## src/rtl/uart_rx.sv

```systemverilog
// uart_rx: oversampling UART receiver with 2-flop input synchronizer.
//
// Ports:
//   clk        system clock, rising edge
//   rst        synchronous reset, active low
//   rx_enb     one-cycle oversampling tick (OS_RATE ticks per bit)
//   rx         asynchronous serial line, idle high
//   rx_rd      consumer read strobe, clears rx_valid
//   rx_data    payload of the last accepted frame (LSB received first)
//   rx_valid   high while rx_data has not been read
//   frame_err  one-cycle pulse when the stop bit samples low
//   overrun    sticky, a good frame arrived while rx_valid was high
//   busy       high whenever the receiver is not idle
module uart_rx #(
    parameter int DATA_BITS = 8,
    parameter int OS_RATE   = 16
) (
    input  logic                 clk,
    input  logic                 rst,
    input  logic                 rx_enb,
    input  logic                 rx,
    input  logic                 rx_rd,
    output logic [DATA_BITS-1:0] rx_data,
    output logic                 rx_valid,
    output logic                 frame_err,
    output logic                 overrun,
    output logic                 busy
);

    localparam int TW = $clog2(OS_RATE);
    localparam int BW = $clog2(DATA_BITS + 1);

    localparam logic [1:0] IDLE  = 2'd0;
    localparam logic [1:0] START = 2'd1;
    localparam logic [1:0] DATA  = 2'd2;
    localparam logic [1:0] STOP  = 2'd3;

    localparam logic [TW-1:0] T_HALF = TW'(OS_RATE / 2 - 1);
    localparam logic [TW-1:0] T_LAST = TW'(OS_RATE - 1);
    localparam logic [BW-1:0] B_LAST = BW'(DATA_BITS - 1);

    logic [1:0]           state;
    logic [TW-1:0]        tick_cnt;
    logic [BW-1:0]        bit_cnt;
    logic [DATA_BITS-1:0] shift;
    logic                 rx_meta;
    logic                 rx_s;
    // Set after a bad stop bit: STOP then only waits for the line to go high,
    // so a held-low line (break) produces a single frame_err pulse.
    logic                 brk;
    logic [DATA_BITS:0]   shift_in;

    assign busy     = (state != IDLE);
    assign shift_in = {rx_s, shift};

    always_ff @(posedge clk) begin
        if (!rst) begin
            state     <= IDLE;
            tick_cnt  <= '0;
            bit_cnt   <= '0;
            shift     <= '0;
            rx_meta   <= 1'b1;
            rx_s      <= 1'b1;
            brk       <= 1'b0;
            rx_data   <= '0;
            rx_valid  <= 1'b0;
            frame_err <= 1'b0;
            overrun   <= 1'b0;
        end else begin
            rx_meta   <= rx;
            rx_s      <= rx_meta;
            frame_err <= 1'b0;

            // Plain read; a completing frame below overrides these in the same cycle.
            if (rx_rd && rx_valid) begin
                rx_valid <= 1'b0;
                overrun  <= 1'b0;
            end

            if (rx_enb) begin
                case (state)
                    IDLE: begin
                        if (!rx_s) begin
                            state    <= START;
                            tick_cnt <= '0;
                        end
                    end
                    START: begin
                        if (tick_cnt == T_HALF) begin
                            if (!rx_s) begin
                                state    <= DATA;
                                tick_cnt <= '0;
                                bit_cnt  <= '0;
                            end else begin
                                state <= IDLE;
                            end
                        end else begin
                            tick_cnt <= tick_cnt + 1'b1;
                        end
                    end
                    DATA: begin
                        if (tick_cnt == T_LAST) begin
                            tick_cnt <= '0;
                            shift    <= shift_in[DATA_BITS:1];
                            if (bit_cnt == B_LAST) begin
                                state   <= STOP;
                                bit_cnt <= '0;
                            end else begin
                                bit_cnt <= bit_cnt + 1'b1;
                            end
                        end else begin
                            tick_cnt <= tick_cnt + 1'b1;
                        end
                    end
                    STOP: begin
                        if (brk) begin
                            if (rx_s) begin
                                state <= IDLE;
                                brk   <= 1'b0;
                            end
                        end else if (tick_cnt == T_LAST) begin
                            tick_cnt <= '0;
                            if (rx_s) begin
                                state <= IDLE;
                                if (!rx_valid || rx_rd) begin
                                    rx_data  <= shift;
                                    rx_valid <= 1'b1;
                                    overrun  <= 1'b0;
                                end else begin
                                    overrun <= 1'b1;
                                end
                            end else begin
                                frame_err <= 1'b1;
                                brk       <= 1'b1;
                            end
                        end else begin
                            tick_cnt <= tick_cnt + 1'b1;
                        end
                    end
                    default: state <= IDLE;
                endcase
            end
        end
    end

endmodule

```

## config.mk

```make
export PLATFORM = sky130hd
export DESIGN_NAME = uart_rx
export DESIGN_NICKNAME = d
export VERILOG_FILES = /design/src/rtl/uart_rx.sv
export SDC_FILE = /design/constraint.sdc
export NUM_CORES = 1
export LEC_CHECK = 0
export ABC_AREA = 1
export BUFFER_PORTS_ARGS = -buffer_cell sky130_fd_sc_hd__buf_2
export CAP_MARGIN = 40
export CORE_MARGIN = 5
export CORE_UTILIZATION = 40
export DETAILED_ROUTE_END_ITERATION = 8
export PLACE_DENSITY_LB_ADDON = 0.25
export SLEW_MARGIN = 20
export SYNTH_ARGS = -nofsm -noshare
export SYNTH_HDL_FRONTEND = slang
export SYNTH_SLANG_ARGS = --single-unit
```

## constraint.sdc

```tcl
create_clock -name clk -period 2.3 [get_ports clk]
set_input_delay 0.46 -clock clk [delete_from_list [all_inputs] [get_ports clk]]
set_output_delay 0.46 -clock clk [all_outputs]
set_load 0.005 [all_outputs]
```

==> results.sh, run 1 <==
export IMPL_status="finished clean"
export IMPL_area_growth_pct=15.36
export IMPL_fin_tns_setup_ns=0
export IMPL_hold_depth=2
export IMPL_dr_pass1_iters=4
export IMPL_grt_pass1_vias=1216
export IMPL_cp_required_ns=1.84
export IMPL_die_x_um=71.22
export IMPL_drv_slew=0
export IMPL_final_core_util_pct=47.59
export IMPL_p_per_area_nw_per_um2=663.0
export IMPL_ctsResizeCount=0
export IMPL_final_antenna_net_count=0
export IMPL_hold_path_class="input port to flip-flop"
export IMPL_gr_usage_met2_pct=19.80
export IMPL_grtUsageTotal_pct=12.72
export IMPL_initial_core_util_pct=41.25
export IMPL_coreArea_um2=3633
export IMPL_routed_wirelength_mm=2.917
export IMPL_start_kind="flip-flop"
export IMPL_pin_count=17
export IMPL_synth_top_family_by_area="simple AND/OR/NAND/NOR gates"
export IMPL_setup_viol=0
export IMPL_period_needed_ns=1.646
export IMPL_layout_setup_ws_ns=0.6540
export IMPL_synth_seq_cells=32
export IMPL_htreeDepth=2
export IMPL_synth_compound_area_share_pct=14.11
export IMPL_synthAdderAreaFrac_pct=1.669
export IMPL_cpPeakStageDelay_ns=0.39
export IMPL_wl_per_cell_um=10.72
export IMPL_cts_buffers=5
export IMPL_skew_ns=0.005169
export IMPL_yosys_area_share_simple_pct=32.89
export IMPL_cap_viol_max_count=0
export IMPL_multi_input_area_um2=747.0
export IMPL_drive_gt1_share_pct=19.64
export IMPL_cts_clk_slew_worst_paths_ns=0.06
export IMPL_ctsLongestPathBuffers=2
export IMPL_vias=1277
export IMPL_synth_seq_area_share_pct=42.74
export IMPL_detail_route_iter0_violations=86
export IMPL_grt_pass1_wl_mm=5.237
export IMPL_max_slew_worst_pin_slew_ns=0.4788
export IMPL_postSynthCellCount=204
export IMPL_fmax_mhz=607.5
export IMPL_root_buffer="clkbuf_8"
export IMPL_worstPathArrival_ns=1.19
export IMPL_critical_path_slowest_cell="dfxtp_1"
export IMPL_rsz0062_at_grt="false"
export IMPL_gr_max_usage_layer="met2"
export IMPL_clock_insertion_delay_worst_skew_ns=0.28
export IMPL_gp_congestion=0.8228
export IMPL_p_leak_nw=0.7650
export IMPL_syn_area_um2=1499
export IMPL_r2r_cells=8
export IMPL_cts_tree="yes"
export IMPL_hold_violations=0
export IMPL_die_area_um2=5072
export IMPL_met1_usage_pct=16.44
export IMPL_end_kind="primary output"
export IMPL_antenna_found_initial=0
export IMPL_yosysWarnings=0
export IMPL_synth_avg_cell_area_um2=7.348
export IMPL_drc=0
export IMPL_diodes=0
export IMPL_cts_setup_buffers=0
export IMPL_gr_usage_met3_pct=4.348
export IMPL_fp_dieH_um=71.22
export IMPL_crit_type="flip-flop to primary output"
export IMPL_grt_max_degree=20
export IMPL_synth_cell_types=32
export IMPL_crit_path_max_fanout=7
export IMPL_port_buffer_count=16
export IMPL_place_ws_ns=0.6826
export IMPL_nFillCells=361
export IMPL_maxSlewHeadroom_pct=68.05
export IMPL_hpwl_mm=2.074
export IMPL_power_w=0.001146
export IMPL_final_seq_area_um2=640.6
export IMPL_fin_crit_sh_pct=71.57
export IMPL_path_cells="nor2_1, inv_1, buf_2"
export IMPL_overflow=0
export IMPL_clkSinkCount=32
export IMPL_syn_nets=211
export IMPL_synthMuxAreaShare_pct=0
export IMPL_rows=22
export IMPL_viasPerCell=4.695
export IMPL_final_nets=230
export IMPL_synthXorXnorAreaFrac_pct=1.169
export IMPL_peakVddDrop_v=0.0004520
export IMPL_ctsHoldBuffers=0
-- synth_stat cells --
cell / instances / area, um2
inv_2: 1 / 3.750
o21bai_1: 1 / 7.510
nand3_1: 16 / 80.08
nor2_1: 38 / 142.6
nand2_1: 32 / 120.1
clkinv_2: 1 / 5.000
nand3_2: 1 / 10.01
o21ai_1: 2 / 10.01
or2_2: 3 / 18.77
o211ai_1: 1 / 7.510
nor4_1: 1 / 6.260
nor2_2: 3 / 18.77
inv_1: 21 / 78.83
clkbuf_2: 1 / 5.000
a221oi_1: 1 / 8.760
nand2_4: 1 / 11.26
nand4_4: 1 / 21.27
dfxtp_1: 32 / 640.6
ha_1: 2 / 25.02
a21oi_2: 4 / 35.03
inv_4: 1 / 6.260
nor2_8: 1 / 20.02
o21ai_0: 17 / 85.08
nor3_1: 2 / 10.01
nor3_2: 1 / 10.01
nor2_4: 1 / 11.26
buf_2: 1 / 5.000
clkbuf_1: 2 / 7.510
a21oi_1: 10 / 50.05
a211oi_1: 1 / 7.510
xor2_1: 2 / 17.52
nand2_2: 2 / 12.51
-- flip-flops by register name (all words and copies together), names as in the netlist, 4 cells and up, named ones only --
signal and cells:
tick_cnt 4, bit_cnt 4, rx_data 8, shift 8
-- critical path, delay by kind of cell (launching register included) --
family	cells	cell delay, ns
DFF	1	0.39
and+or+nand+nor	1	0.28
buffers and inverters	2	0.24
-- cell families (layout without fill, tap and decap cells) --
family                   count (synthesis)  after routing
AND/OR/NAND/NOR                        103            103
AO/OA/AOI/OAI                           37             37
flip-flops                              32             32
buffers and inverters                   28             48
adder cells (fa/ha/maj)                  2              2
XOR/XNOR                                 2              2
-- layout make-up --
class	count	area share [%]
clock buffers	6	4.197
clock inverters	2	2.026
inverters	24	5.427
multi-input cells	144	43.20
flip-flops and latches	32	37.05
well taps	48	3.473
repair buffers	16	4.631
-- layer usage --
layer | routed length [um] | share of wire [%] | vias up
met2 | 1237 | 42 | 17
met3 | 140 | 4.8 | 6
li1 | - | - | 699
met5 | 0 | 0 | -
met4 | 48 | 1.6 | 0
met1 | 1490 | 51 | 555
-- placed cells by master (no fill, tap or decap), types with 2 or more instances in the layout --
master | netlist | layout
nor2_2 | 3 | 3
buf_2 | 1 | 16
clkbuf_8 | 0 | 5
nand2_2 | 2 | 2
o21ai_1 | 2 | 2
or2_2 | 3 | 3
a21oi_2 | 4 | 4
nor2_1 | 38 | 38
inv_1 | 21 | 21
clkinv_2 | 1 | 2
a21oi_1 | 10 | 10
nand2_1 | 32 | 32
ha_1 | 2 | 2
xor2_1 | 2 | 2
dfxtp_1 | 32 | 32
o21ai_0 | 17 | 17
nor3_1 | 2 | 2
nand3_1 | 16 | 16
-- power by group --
group          leakage, nW  internal, W  total (W)  switching, W
combinational        0.451    0.0000169  0.0000526     0.0000357
clock               0.0552     0.000321   0.000527      0.000206
sequential           0.258     0.000559   0.000566    0.00000731
-- through the flow --
step | cell area (um2) | instances | hold WS, ns
floorplan | 1499 | 204 | 0.3925
global route | 1729 | 272 | 0.3790
finish | 1729 | 272 | 0.3719
global placement | 1622 | 264 | 0.4158
detailed placement | 1622 | 264 | 0.4175
CTS | 1729 | 272 | 0.3718
-- final timing paths --
path / startpoint / end / slack, ns
max reg2reg: tick_cnt[1] / rx_data[7] / 0.67
max: flip-flop / busy / 0.65
min: rx / rx_meta / 0.37
min reg2reg: rx_meta / rx_s / 0.42
(Power assumes the default switching activity.)
==> run 2: changes to the inputs <==
==> constraint.sdc (replaced) <==
create_clock -name clk -period 1.5 [get_ports clk]
set_input_delay 0.3 -clock clk [delete_from_list [all_inputs] [get_ports clk]]
set_output_delay 0.3 -clock clk [all_outputs]
set_load 0.005 [all_outputs]
==> results.sh, run 2 (synthesized netlist as in run 1, its figures left out) <==
export IMPL_vias=1336
export IMPL_cts_buffers=5
export IMPL_hpwl_mm=2.251
export IMPL_cap_viol_max_count=0
export IMPL_die_area_um2=5072
export IMPL_peakVddDrop_v=0.0004784
export IMPL_place_ws_ns=-0.02615
export IMPL_max_slew_worst_pin_slew_ns=0.4793
export IMPL_seqPwrFrac_pct=48.7
export IMPL_reg2reg_to="bit_cnt[0]"
export IMPL_dr_pass1_iters=4
export IMPL_cts_tree="yes"
export IMPL_final_antenna_net_count=0
export IMPL_clock_insertion_delay_worst_skew_ns=0.29
export IMPL_mostFrequentLayoutCell="nor2_1"
export IMPL_hold_violations=0
export IMPL_wl_per_cell_um=11.23
export IMPL_drc=0
export IMPL_crit_type="flip-flop to primary output"
export IMPL_min_from="rx"
export IMPL_cp_required_ns=1.20
export IMPL_min_to="rx_meta"
export IMPL_finalNonFillerCells=282
export IMPL_hold_worst_slack_ns=0.2006
export IMPL_final_nets=240
export IMPL_worstPathArrival_ns=1.14
export IMPL_ctsLongestPathBuffers=2
export IMPL_htreeDepth=2
export IMPL_setup_viol=0
export IMPL_routed_wirelength_mm=3.167
export IMPL_maxSlewHeadroom_pct=68.01
export IMPL_gp_congestion=0.8695
export IMPL_clkSinkCount=32
export IMPL_placed_cells=270
export IMPL_p_sw_share_pct=22.16
export IMPL_p_comb_share_pct=5.6
export IMPL_grt_max_degree=19
export IMPL_reg_top3="rx_data: 8 flops, shift: 8 flops"
export IMPL_p_leak_nw=0.8154
export IMPL_final_core_util_pct=50.83
export IMPL_die_x_um=71.22
export IMPL_start_kind="flip-flop"
export IMPL_port_buffer_count=16
export IMPL_hold_path_class="input port to flip-flop"
export IMPL_r2r_cells=9
export IMPL_period_needed_ns=1.440
export IMPL_detail_route_iter0_violations=86
export IMPL_crit_path_max_fanout=7
export IMPL_fp_dieH_um=71.22
export IMPL_p_int_w=0.001389
export IMPL_overflow=0
export IMPL_ff2ff_setup_slack_ns=0.09
export IMPL_area_growth_pct=23.21
export IMPL_rsz0062_at_grt="true"
export IMPL_clkPwrFrac_pct=45.8
export IMPL_antenna_found_initial=0
export IMPL_viasPerCell=4.738
export IMPL_grtUsageTotal_pct=13.56
export IMPL_end_kind="primary output"
export IMPL_initial_core_util_pct=41.25
export IMPL_fmax_mhz=694.3
export IMPL_final_cell_mix="nor2_1 (35), nand2_1 (31), dfxtp_1 (27), inv_1 (20), o21ai_0 (17)"
export IMPL_layout_setup_ws_ns=0.05973
export IMPL_fin_crit_sh_pct=96.02
export IMPL_drive_gt1_share_pct=27.78
export IMPL_p_per_area_nw_per_um2=966.4
export IMPL_rows=22
export IMPL_grt_pass1_vias=1234
export IMPL_cts_clk_slew_worst_paths_ns=0.07
export IMPL_pin_count=17
export IMPL_drv_slew=0
export IMPL_crit_reg2reg_launch="tick_cnt[0]"
export IMPL_grt_pass1_wl_mm=5.444
export IMPL_coreArea_um2=3633
export IMPL_p_sw_w=0.0003954
export IMPL_diodes=0
export IMPL_skew_ns=0.006917
export IMPL_status="finished clean"
export IMPL_root_buffer="clkbuf_8"
export IMPL_hold_depth=2
[run 2: cell count changes in the layout (fill, tap and decap cells not counted), moves of 3 or more]
cell     before  now
dfxtp_2       0    5
dfxtp_1      32   27
nor2_2        3    6
buf_4         0    9
nor2_1       38   35
[run 2: area by class of cell]
class,count,area (um2)
clock buffers,6,72.57
clock inverters,2,35.03
fillers,393,1787
inverters,24,96.34
multi-input cells,144,777.0
flip-flops and latches,32,646.9
well taps,48,60.06
repair buffers,26,158.9
[run 2: per-layer routing]
layer | wire, um | track usage (%) | vias up | part of all wire (%)
met3 | 173 | 6.311 | 5 | 5.5
met5 | 0 | 0 | - | 0
met4 | 46 | 4.384 | 0 | 1.5
met2 | 1410 | 20.51 | 24 | 45
met1 | 1536 | 17.10 | 593 | 49
li1 | - | - | 714 | -
[run 2: timing repair]
item	CTS	global route
hold buffers	0	0
pin swaps	0	1
setup endpoints to repair	10	25
gates resized for setup	3	14
buffers inserted	0	4
[run 2: how the worst max path moves through the flow]
| stage | from | end | slack [ns] | depth (start not counted) |
|---|---|---|---|---|
| CTS | tick_cnt[0] | rx_data[2] | 0.02 | 8 |
| floorplan | tick_cnt[1] | rx_data[1] | 0.09 | 8 |
| global placement | tick_cnt[0] | rx_data[0] | 0.03 | 8 |
| detailed placement | tick_cnt[0] | rx_data[2] | -0.03 | 8 |
| finish | flip-flop | busy | 0.06 | 4 |
| global route | tick_cnt[0] | rx_data[5] | -0.02 | 8 |
[run 2: power groups by stage]
stage                     clock (W)  sequential, W  combinational, W
final                      0.000817       0.000869         0.0000992
after global routing       0.000884       0.000870          0.000113
after CTS                  0.000832       0.000866         0.0000966
after detailed placement          0       0.000885         0.0000957
after global placement            0       0.000885         0.0000966
after floorplan                   0       0.000882         0.0000649
[run 2: worst max-delay path, stage by stage (launching register included)]
cell	delay, ns
dfxtp_2	0.37
nor2_2	0.18
buf_4	0.14
inv_1	0.04
buf_2	0.12
[run 2: per-stage QoR]
| stage | power, W | TNS, ns | instance area, um2 |
|---|---|---|---|
| floorplan | 0.0009473 | 0 | 1499 |
| global placement | 0.0009815 | 0 | 1667 |
| detailed placement | 0.0009811 | -0.04306 | 1667 |
| CTS | 0.001795 | 0 | 1778 |
| global route | 0.001867 | -0.02501 | 1847 |
| finish | 0.001785 | 0 | 1847 |
